## src/rtl/cpu_pkg.sv

```systemverilog
// Shared definitions for the 16-bit RISC core: opcodes, fetch FSM encoding
// and instruction field positions.
package cpu_pkg;

    localparam logic [3:0] OP_RTYPE = 4'b0000;
    localparam logic [3:0] OP_LW    = 4'b0001;
    localparam logic [3:0] OP_SW    = 4'b0010;
    localparam logic [3:0] OP_ADDI  = 4'b0011;
    localparam logic [3:0] OP_BEQ   = 4'b0100;
    localparam logic [3:0] OP_BNE   = 4'b0101;
    localparam logic [3:0] OP_JMP   = 4'b0110;

    localparam int OPC_HI  = 15;
    localparam int OPC_LO  = 12;
    localparam int FUNC_HI = 3;
    localparam int FUNC_LO = 0;
    localparam int JTGT_HI = 11;
    localparam int JTGT_LO = 0;
    localparam int BOFS_HI = 3;
    localparam int BOFS_LO = 0;

    typedef enum logic [2:0] {
        ST_IDLE   = 3'd0,
        ST_FETCH  = 3'd1,
        ST_ISSUE  = 3'd2,
        ST_HALTED = 3'd3,
        ST_ERROR  = 3'd4
    } fetch_state_e;

    // beq takes the branch on zero, bne on non-zero.
    function automatic logic branch_taken(input logic branch_not_equal,
                                          input logic alu_zero);
        return alu_zero ^ branch_not_equal;
    endfunction

endpackage

```

## src/rtl/fetch_next_pc.sv

```systemverilog
// Combinational next-PC selection: jump target, PC-relative branch or
// sequential increment, all wrapping modulo 2^PC_W.
module fetch_next_pc
    import cpu_pkg::*;
#(
    parameter int PC_W = 12
) (
    input  logic [PC_W-1:0] pc,
    input  logic [15:0]     instr,
    input  logic            branch,
    input  logic            branch_not_equal,
    input  logic            jump,
    input  logic            alu_zero,
    output logic [PC_W-1:0] next_pc
);

    logic signed [3:0] bofs;
    logic [PC_W-1:0]   bofs_ext;
    logic [PC_W-1:0]   pc_inc;
    logic [PC_W-1:0]   jtgt;
    logic              unused_opc;

    assign bofs     = instr[BOFS_HI:BOFS_LO];
    assign bofs_ext = PC_W'(bofs);
    assign pc_inc   = pc + PC_W'(1);
    assign jtgt     = PC_W'(instr[JTGT_HI:JTGT_LO]);

    // Opcode bits are decoded elsewhere; only the target/offset fields matter here.
    assign unused_opc = ^instr[OPC_HI:OPC_LO];

    always_comb begin
        next_pc = pc_inc;
        if (jump) begin
            next_pc = jtgt;
        end else if (branch && branch_taken(branch_not_equal, alu_zero)) begin
            next_pc = pc_inc + bofs_ext;
        end
    end

endmodule

```

## src/rtl/instr_fetch_unit.sv

```systemverilog
// Instruction fetch/sequencing: owns the PC, fetches over req/ack, holds the
// instruction for execute and advances the PC on exec_done.
module instr_fetch_unit
    import cpu_pkg::*;
#(
    parameter int          PC_W     = 12,
    parameter logic [PC_W-1:0] RESET_PC = '0,
    parameter int          TIMEOUT  = 15
) (
    input  logic            clk,
    input  logic            rst,
    output logic            imem_req,
    output logic [PC_W-1:0] imem_addr,
    input  logic [15:0]     imem_rdata,
    input  logic            imem_ack,
    output logic [15:0]     instr,
    output logic [3:0]      opcode,
    output logic [3:0]      func,
    output logic            instr_valid,
    output logic [PC_W-1:0] pc,
    input  logic            exec_done,
    input  logic            branch,
    input  logic            branch_not_equal,
    input  logic            jump,
    input  logic            alu_zero,
    input  logic            halt,
    output logic            halted,
    output logic            fetch_err
);

    localparam int TMO_W = $clog2(TIMEOUT + 1);

    fetch_state_e    state_q, state_d;
    logic [PC_W-1:0] pc_q, pc_d;
    logic [15:0]     instr_q, instr_d;
    logic [TMO_W-1:0] tmo_q, tmo_d;
    logic [TMO_W-1:0] tmo_inc;
    logic [PC_W-1:0] next_pc;

    fetch_next_pc #(
        .PC_W(PC_W)
    ) u_next_pc (
        .pc               (pc_q),
        .instr            (instr_q),
        .branch           (branch),
        .branch_not_equal (branch_not_equal),
        .jump             (jump),
        .alu_zero         (alu_zero),
        .next_pc          (next_pc)
    );

    assign tmo_inc = tmo_q + TMO_W'(1);

    always_comb begin
        state_d = state_q;
        pc_d    = pc_q;
        instr_d = instr_q;
        tmo_d   = tmo_q;
        unique case (state_q)
            ST_IDLE: begin
                state_d = ST_FETCH;
                tmo_d   = '0;
            end
            ST_FETCH: begin
                // An ack in the expiry cycle still completes the fetch.
                if (imem_ack) begin
                    instr_d = imem_rdata;
                    state_d = ST_ISSUE;
                end else begin
                    tmo_d = tmo_inc;
                    if (tmo_inc == TMO_W'(TIMEOUT)) begin
                        state_d = ST_ERROR;
                    end
                end
            end
            ST_ISSUE: begin
                if (exec_done) begin
                    pc_d = next_pc;
                    if (halt) begin
                        state_d = ST_HALTED;
                    end else begin
                        state_d = ST_FETCH;
                        tmo_d   = '0;
                    end
                end
            end
            ST_HALTED, ST_ERROR: begin
                state_d = state_q;
            end
            default: begin
                state_d = ST_IDLE;
            end
        endcase
    end

    always_ff @(posedge clk) begin
        if (rst) begin
            state_q <= ST_IDLE;
            pc_q    <= RESET_PC;
            instr_q <= 16'h0000;
            tmo_q   <= '0;
        end else begin
            state_q <= state_d;
            pc_q    <= pc_d;
            instr_q <= instr_d;
            tmo_q   <= tmo_d;
        end
    end

    assign imem_req    = (state_q == ST_FETCH);
    assign imem_addr   = pc_q;
    assign instr       = instr_q;
    assign opcode      = instr_q[OPC_HI:OPC_LO];
    assign func        = instr_q[FUNC_HI:FUNC_LO];
    assign instr_valid = (state_q == ST_ISSUE);
    assign pc          = pc_q;
    assign halted      = (state_q == ST_HALTED);
    assign fetch_err   = (state_q == ST_ERROR);

endmodule

```

## config.mk

```make
export PLATFORM = sky130hd
export DESIGN_NAME = instr_fetch_unit
export DESIGN_NICKNAME = d
export VERILOG_FILES = /design/src/rtl/cpu_pkg.sv /design/src/rtl/fetch_next_pc.sv /design/src/rtl/instr_fetch_unit.sv
export SDC_FILE = /design/constraint.sdc
export NUM_CORES = 1
export LEC_CHECK = 0
export ABC_AREA = 1
export CAP_MARGIN = 20
export CORE_ASPECT_RATIO = 0.9
export CORE_UTILIZATION = 52
export DETAILED_ROUTE_END_ITERATION = 16
export PLACE_DENSITY_LB_ADDON = 0.12
export SLEW_MARGIN = 30
export SYNTH_ARGS = -nofsm -noshare
export SYNTH_HDL_FRONTEND = slang
export SYNTH_SLANG_ARGS = --single-unit
```

## constraint.sdc

```tcl
create_clock -name clk -period 4.22 [get_ports clk]
set_input_delay 0.844 -clock clk [delete_from_list [all_inputs] [get_ports clk]]
set_output_delay 0.844 -clock clk [all_outputs]
set_load 0.02 [all_outputs]
```

Yosys cells after proc, flatten, opt, wreduce, memory -nomap -nowiden
Index checks and enable logic that the tools add are counted.

Register bits: 35. Output and inout port bits: 52. Logic and storage cells: 37.

$add $sub $neg: 3. Eq/ne operators: 9. Muxes and demuxes: 11. Bitwise operators: 2. Reductions and logical operators: 8.

Operators by type and width (count): 12-bit 2-to-1 mux (2); 12-bit by 1-bit adder with 12-bit output, second input constant (1); 12-bit adder (1); 4-bit 2-to-1 mux (3); 3-bit case mux with 4 select lines (1); 4-bit case mux with 3 select lines (1); 3-bit 2-to-1 mux (3); 3-bit by 2-bit == test with 1-bit output, second input constant (2); 4-bit by 1-bit adder with 4-bit output, second input constant (1); 4-bit == test, second input constant (1); 2-bit != test, second input constant (2); 2-bit AND reduction (2); 4-bit AND reduction (1); 3-bit by 1-bit == test with 1-bit output, second input constant (1); 3-bit == test, second input constant (1); 3-bit zero test (1); 3-bit by 1-bit != test with 1-bit output, second input constant (1); 3-bit AND reduction (1); 3-bit nonzero test (1); 2-bit 2-to-1 mux (1); 2-bit by 1-bit != test with 1-bit output, second input constant (1); 2-bit OR reduction (1); 1-bit logical AND (1); 1-bit NOT (1); 1-bit XOR (1).

Longest topological paths before layout
Gate-level depths: netlist of run 1.

Depth in word-level cells: 5. Depth in mapped cells: 20. Mapped depth without buffers: 20.

Modules after synthesis
A second synthesis of run 1 with hierarchy kept.

Cell total of the unflattened synthesis: 436. Area, all modules: 2761.4 um2.

By module, submodules not included: instr_fetch_unit (instances 1, cells each 223, area each 1641.6 um2, seq. area each 700.7 um2); fetch_next_pc (instances 1, cells each 213, area each 1119.8 um2, seq. area each 0.0 um2).

Worst setup path after synthesis of run 1
No wires, ideal clock.

Path kind: register to register. Start point: register pc_q[0], in the netlist imem_addr[0]. End point: register pc_q[10], in the netlist imem_addr[10]. Arrival time: 2.470 ns. Required time: 4.150 ns. Setup slack: 1.680 ns. Cell stages (with the launch flop): 18. Path buffers: 0. Period minus slack after synthesis: 2.540 ns. Path through: dfxtp_1 > ha_1 > nand2_1 > nor2_1 > inv_1 > nor2_2 > nand2_1 > xor2_1 > inv_1 > ha_1 > inv_1 > nor3_1 > o21ai_0 > nand4_1 > nand2_1 > o21bai_1 > nand2_1 > a21oi_1.

Longest elaborated chain between the ends: 4.

Ends and longest elaborated chain: start: declaration (RTL line instr_fetch_unit.sv:34) `logic [PC_W-1:0] pc_q, pc_d;`; start signal: assignment (RTL line instr_fetch_unit.sv:104) `pc_q <= pc_d;`; 12-bit by 1-bit adder with 12-bit output * (RTL line fetch_next_pc.sv:25) `assign pc_inc = pc + PC_W'(1);`; 12-bit adder (RTL line fetch_next_pc.sv:36) `next_pc = pc_inc + bofs_ext;`; 12-bit 2-to-1 mux * (RTL line fetch_next_pc.sv:35) `end else if (branch && branch_taken(branch_not_equal, alu_zero)) begin`; 12-bit 2-to-1 mux * (RTL line fetch_next_pc.sv:33) `if (jump) begin`.

Every way passes the cells marked *; elsewhere a longest branch is shown, timed or not. A chain may end at the register's enable or synchronous reset.

Worst setup path after layout of run 1
Same ends and word-level chain as after synthesis.

==> results.cfg, run 1 <==
[status]
status = completed

[synthesis]
synthTopCellsByArea = dfxtp_1 27%, nand2_1 12%, a21oi_1 9.7%
mappedNetlistNets = 426
synth-async-reset-ratio_pct = 0
syn_area_per_cell_um2 = 6.77
synth_area_um2 = 2590
synth_largest_area_cell = dfxtp_1
synth_edf_count = 0
synth_warnings = 0
netlist.area_leader.share_pct = 27.0
synth_ff_type = dfxtp_1
synth.distinct_cells = 35
yosys_register_bits = 35
yosys-top-cells-count = 80 x nand2_1, 50 x a21oi_1, 41 x inv_1, 35 x dfxtp_1, 28 x nand3_1
synthCells = 383
synth.most_common_cell = nand2_1
ys_seq_area_share_pct = 27.0

[global_route]
grt_max_degree = 23
grt_overflow_total = 0
track_usage_pct = 25.1
antenna_found_initial = 0
grt_pass1_vias = 2437
grt_first_pass_wirelength_um = 10600

[sta]
maxSlewViolCount = 0
setup_viol = 0
rsz0062_at_grt = false
fin_tns_setup_ns = 0
slew_headroom_pct = 55.9
worstMarginPinSlew_ns = 0.661
min_period_over_period_pct = 65.1
max_freq_ghz = 0.364
finalHoldViolCount = 0
finalCriticalPeriod_ns = 2.75
fin_skew_ns = 0.00276

[die]
fp-row-count = 23
design.die.area_um2 = 5270
num_io_pins = 77
die_w_um = 76.4
start_util_pct = 56.3
die_y_um = 69.0
core-area_um2 = 4600

[clock_tree]
path_clk_slew_ns = 0.06
clock_sinks = 35
clk_root_buffer_cell = clkbuf_8
htree_levels = 2
clock_path_buffers = 2
cts_tree = done
cts_setup_buffers = 0
ctsResizeCount = 0
cts_hold_buf = 0
cts_buffers = 5
clock_latency_ns = 0.28

[worst_setup_path]
crit_fanout = 6
worst_path_dominant_cell_family = simple AND/OR/NAND/NOR gates
path_cells = ha_1 -> nand2_1 -> nor2_1 -> inv_1 -> nor2_2 -> nand2_1 -> xor2_1 -> inv_1 -> ha_1 -> inv_1 -> nor3_1 -> o21ai_0 -> nand4_1 -> nand2_1 -> o21bai_1 -> nand2_1 -> a21oi_1
worstPathRequired_ns = 4.43
cp-end-kind = flip-flop
worstSetupPathType = reg2reg
max_stage_delay_ns = 0.42
cp.arrival_ns = 2.95
cp_slowest_cell = dfxtp_1
crit_buf_inv = 3
worst_path_most_repeated_cell = nand2_1
cp-start-kind = flip-flop

[power_and_ir_drop]
vdd_drop_max_v = 0.000314
power.leakage_nw = 1.42
power_density_nw_per_um2 = 416

[placement]
portBuffers = 76
gp_congestion = 0.922
place_area_um2 = 3260
dpl.hpwl_um = 4990

[finish]
final_area_um2 = 3330
area_growth_pct = 28.5
antennaDiodeCount = 0
layout-drive-gt1-share_pct = 5.95
final_nets = 481

[detailed_routing]
wire_per_inst_um = 12.7
postRouteAntennaNets = 0
vias = 2638
first_pass_iters = 4
finalWirelength_um = 6360
drt_iter0_drc = 134
drc = 0
post_drt_via_cell_ratio = 5.29

[flow_run]
cap_viol_max_count = 0

[worst_hold_path]
holdCritPathClass = reg2reg
-- sequential cells by signal, indices dropped and copies added (netlist names) --
register and count:
tmo_q 4, instr 16, state_q 3, imem_addr 12
-- cells by family after synthesis --
family,Yosys count,share of synthesized area [%]
fa+ha+maj,18,8.98
buf+inv,77,14.2
simple gates,152,26.8
compound gates,92,20.0
xor+xnor,9,3.04
flops,35,27.0
-- path summary, 6_finish.rpt --
kind | start | to | slack [ns] | cells past startpoint
min reg2reg | instr[12] | instr[12] | 0.48 | 2
max | imem_addr[0] | imem_addr[10] | 1.47 | 17
max reg2reg | imem_addr[0] | imem_addr[10] | 1.47 | 17
min | instr[12] | instr[12] | 0.48 | 2
-- final cells by class --
type | instances | area, µm²
flip-flops and latches | 35 | 701
multi-input cells | 271 | 1520
well taps | 62 | 77.6
repair buffers | 79 | 783
clock buffers | 6 | 72.6
fillers | 386 | 1270
inverters | 46 | 173
-- cells in the final DEF, fill, tap and decap left out, types with 7 or more instances in the layout --
master            n
o21ai_0          23
xor2_1            7
a21oi_1          50
dfxtp_1          35
nor2_1           19
nand3_1          28
inv_1            41
nand2_1          80
clkdlybuf4s50_1  76
ha_1             17
-- metal layers --
| metal | global-route usage (%) | wire, µm |
|---|---|---|
| met1 | 31.5 | 3050 |
| met2 | 45.3 | 2930 |
| met3 | 4.61 | 343 |
| met4 | 6.01 | 34 |
| met5 | 0 | 0 |
-- stage by stage --
step           hold WS (ns)  worst slack (ns)  std cells  util [%]  power, mW
6_report              0.478              1.47        499      72.3       1.39
5_1_grt               0.500              1.05        499      72.3       1.49
4_1_cts               0.485              1.48        499      72.3       1.39
3_5_place_dp          0.466              1.21        493      70.8       1.17
3_3_place_gp          0.465              1.33        493      70.8       1.16
2_1_floorplan         0.491              1.68        383         -      0.948
-- worst reg2reg max path, delay by kind of cell, from the launching register on --
kind	cells	cell delay, ns
flops	1	0.42
fa+ha+maj	2	0.54
xor+xnor	1	0.18
buf+inv	3	0.22
compound gates	3	0.41
simple gates	8	0.91
-- power by group --
group          total [mW]  internal (mW)  switching [mW]
clock network       0.218          0.110           0.108
logic               0.685          0.298           0.388
registers           0.484          0.399          0.0849
No activity file was read; power rests on OpenSTA's default activity.
==> run 2: changes to the inputs <==
--- a/config.mk
+++ b/config.mk
@@ -8,7 +8,7 @@
 export ABC_AREA = 1
 export CAP_MARGIN = 20
 export CORE_ASPECT_RATIO = 0.9
-export CORE_UTILIZATION = 52
+export CORE_UTILIZATION = 48
 export DETAILED_ROUTE_END_ITERATION = 16
 export PLACE_DENSITY_LB_ADDON = 0.12
 export SLEW_MARGIN = 30
==> constraint.sdc (replaced) <==
create_clock -name clk -period 2.9 [get_ports clk]
set_input_delay 0.58 -clock clk [delete_from_list [all_inputs] [get_ports clk]]
set_output_delay 0.58 -clock clk [all_outputs]
set_load 0.02 [all_outputs]
==> results.cfg, run 2 (synthesis results as in run 1) <==
[power_and_ir_drop]
seq_power_share_pct = 31.8
power.leakage_nw = 1.47
power_density_nw_per_um2 = 637
vdd_drop_max_v = 0.000435
pwr-share-comb_pct = 47.1
switching_power_mw = 0.890
p_int_mw = 1.30
swShare_pct = 40.6
clkPwrFrac_pct = 21.1

[finish]
final_core_util_pct = 65.9
area_growth_pct = 32.8
multi_input_area_um2 = 1550
largest_register_ffs = 16
fill_cells = 469
seq_area_um2 = 703
layout-drive-gt1-share_pct = 9.03
final_common_cell = nand2_1
final_nets = 485
antennaDiodeCount = 0
final_cell_mix = 80 x nand2_1, 76 x clkdlybuf4s50_1, 48 x a21oi_1

[global_route]
antenna_found_initial = 0
grt_overflow_total = 0
grt_pass1_vias = 2508
grt_first_pass_wirelength_um = 11400
track_usage_pct = 25.1
grt_max_degree = 23

[worst_setup_path]
worstPathRequired_ns = 3.12
r2r_slack_ns = 0.35
cp.arrival_ns = 2.76
crit_fanout = 6
worstSetupPathType = reg2reg
cp-start-kind = flip-flop
cp-end-kind = flip-flop

[die]
die_w_um = 79.5
design.die.area_um2 = 5700
num_io_pins = 77
fp-row-count = 25
core-area_um2 = 5220
start_util_pct = 49.6
die_y_um = 71.7

[clock_tree]
cts_setup_buffers = 0
htree_levels = 2
clock_latency_ns = 0.28
clk_root_buffer_cell = clkbuf_8
clock_sinks = 35
cts_buffers = 5
path_clk_slew_ns = 0.07
clock_path_buffers = 2
cts_tree = done

[sta]
finalCriticalPeriod_ns = 2.55
fin_tns_setup_ns = 0
fin_skew_ns = 0.00365
slew_headroom_pct = 66.6
min_period_over_period_pct = 87.9
max_freq_ghz = 0.392
holdWs_ns = 0.482
maxSlewViolCount = 0
setup_viol = 0
rsz0062_at_grt = false
worstMarginPinSlew_ns = 0.499
finalHoldViolCount = 0

[placement]
dpl.hpwl_um = 5210
portBuffers = 76
gp_congestion = 0.909

[detailed_routing]
postRouteAntennaNets = 0
vias = 2685
drc = 0
wire_per_inst_um = 13.5
post_drt_via_cell_ratio = 5.26
drt_iter0_drc = 136
finalWirelength_um = 6880
first_pass_iters = 4

[status]
status = completed

[flow_run]
cap_viol_max_count = 0

[worst_hold_path]
holdCritPathClass = reg2reg
## run 2: cell types whose count changed in the layout (fill, tap and decap cells not counted), moves of 2 or more
cell,previous run,this run
dfxtp_1,35,33
dfxtp_2,0,2
a21oi_1,50,48
buf_4,3,7
a21oi_2,0,2
## run 2: path summary, 6_finish.rpt
check	end	startpoint	cells after the start
worst max-delay path	imem_addr[9]	imem_addr[0]	19
worst min-delay path	instr[11]	instr[11]	2
worst max register to register	imem_addr[9]	imem_addr[0]	19
worst min register to register	instr[11]	instr[11]	2
## run 2: metal layers
layer  global-route usage (%)  vias up  wire length, µm
met2                     42.3       94             3170
met1                     33.0     1219             3100
li1                         -     1366                -
met4                     5.25        0               68
met5                        0        -                0
met3                     5.35        6              538
## run 2: timing repair
item	4_1_cts	5_1_grt
gates resized for setup	0	9
hold buffers	0	0
endpoints found under the setup margin	0	4
## run 2: layout make-up
class                      count  share of cell area, %
inverter                      46                   5.02
timing repair buffer          83                   23.6
multi-input combinational    271                   45.1
clock buffer                   6                   2.40
clock inverter                 2                   1.02
tap                           67                   2.44
sequential                    35                   20.4
## run 2: worst max-delay path: stages (launching register included)
cell and delay, ns:
dfxtp_2 0.35, ha_1 0.21, nand2_1 0.12, nor2_2 0.05
inv_1 0.11, nor2_4 0.05, or2_2 0.29, inv_1 0.08
ha_1 0.27, nand2_1 0.10, inv_1 0.04, nand2_1 0.06
nand2_1 0.08, a21oi_2 0.15, nor2_1 0.07, o21ai_0 0.15
nand3_1 0.08, nand2_1 0.06, nand2_1 0.04, a21oi_1 0.12
## run 2: power groups by stage
stage	Sequential, mW	Clock (mW)	Combinational, mW
finish	0.698	0.463	1.03
global route	0.714	0.493	1.14
CTS	0.696	0.470	1.03
detailed placement	0.705	0	1.03
global placement	0.703	0	1.01
floorplan	0.752	0	0.627
## run 2: stage by stage
step / cell area (µm²) / worst slack, ns / total power, mW / std cells
global placement: 3290 / 0.331 / 1.71 / 502
CTS: 3410 / 0.0950 / 2.20 / 510
global route: 3440 / 0.0229 / 2.35 / 510
floorplan: 2590 / 0.360 / 1.38 / 383
detailed placement: 3290 / 0.176 / 1.73 / 502
finish: 3440 / 0.351 / 2.19 / 510
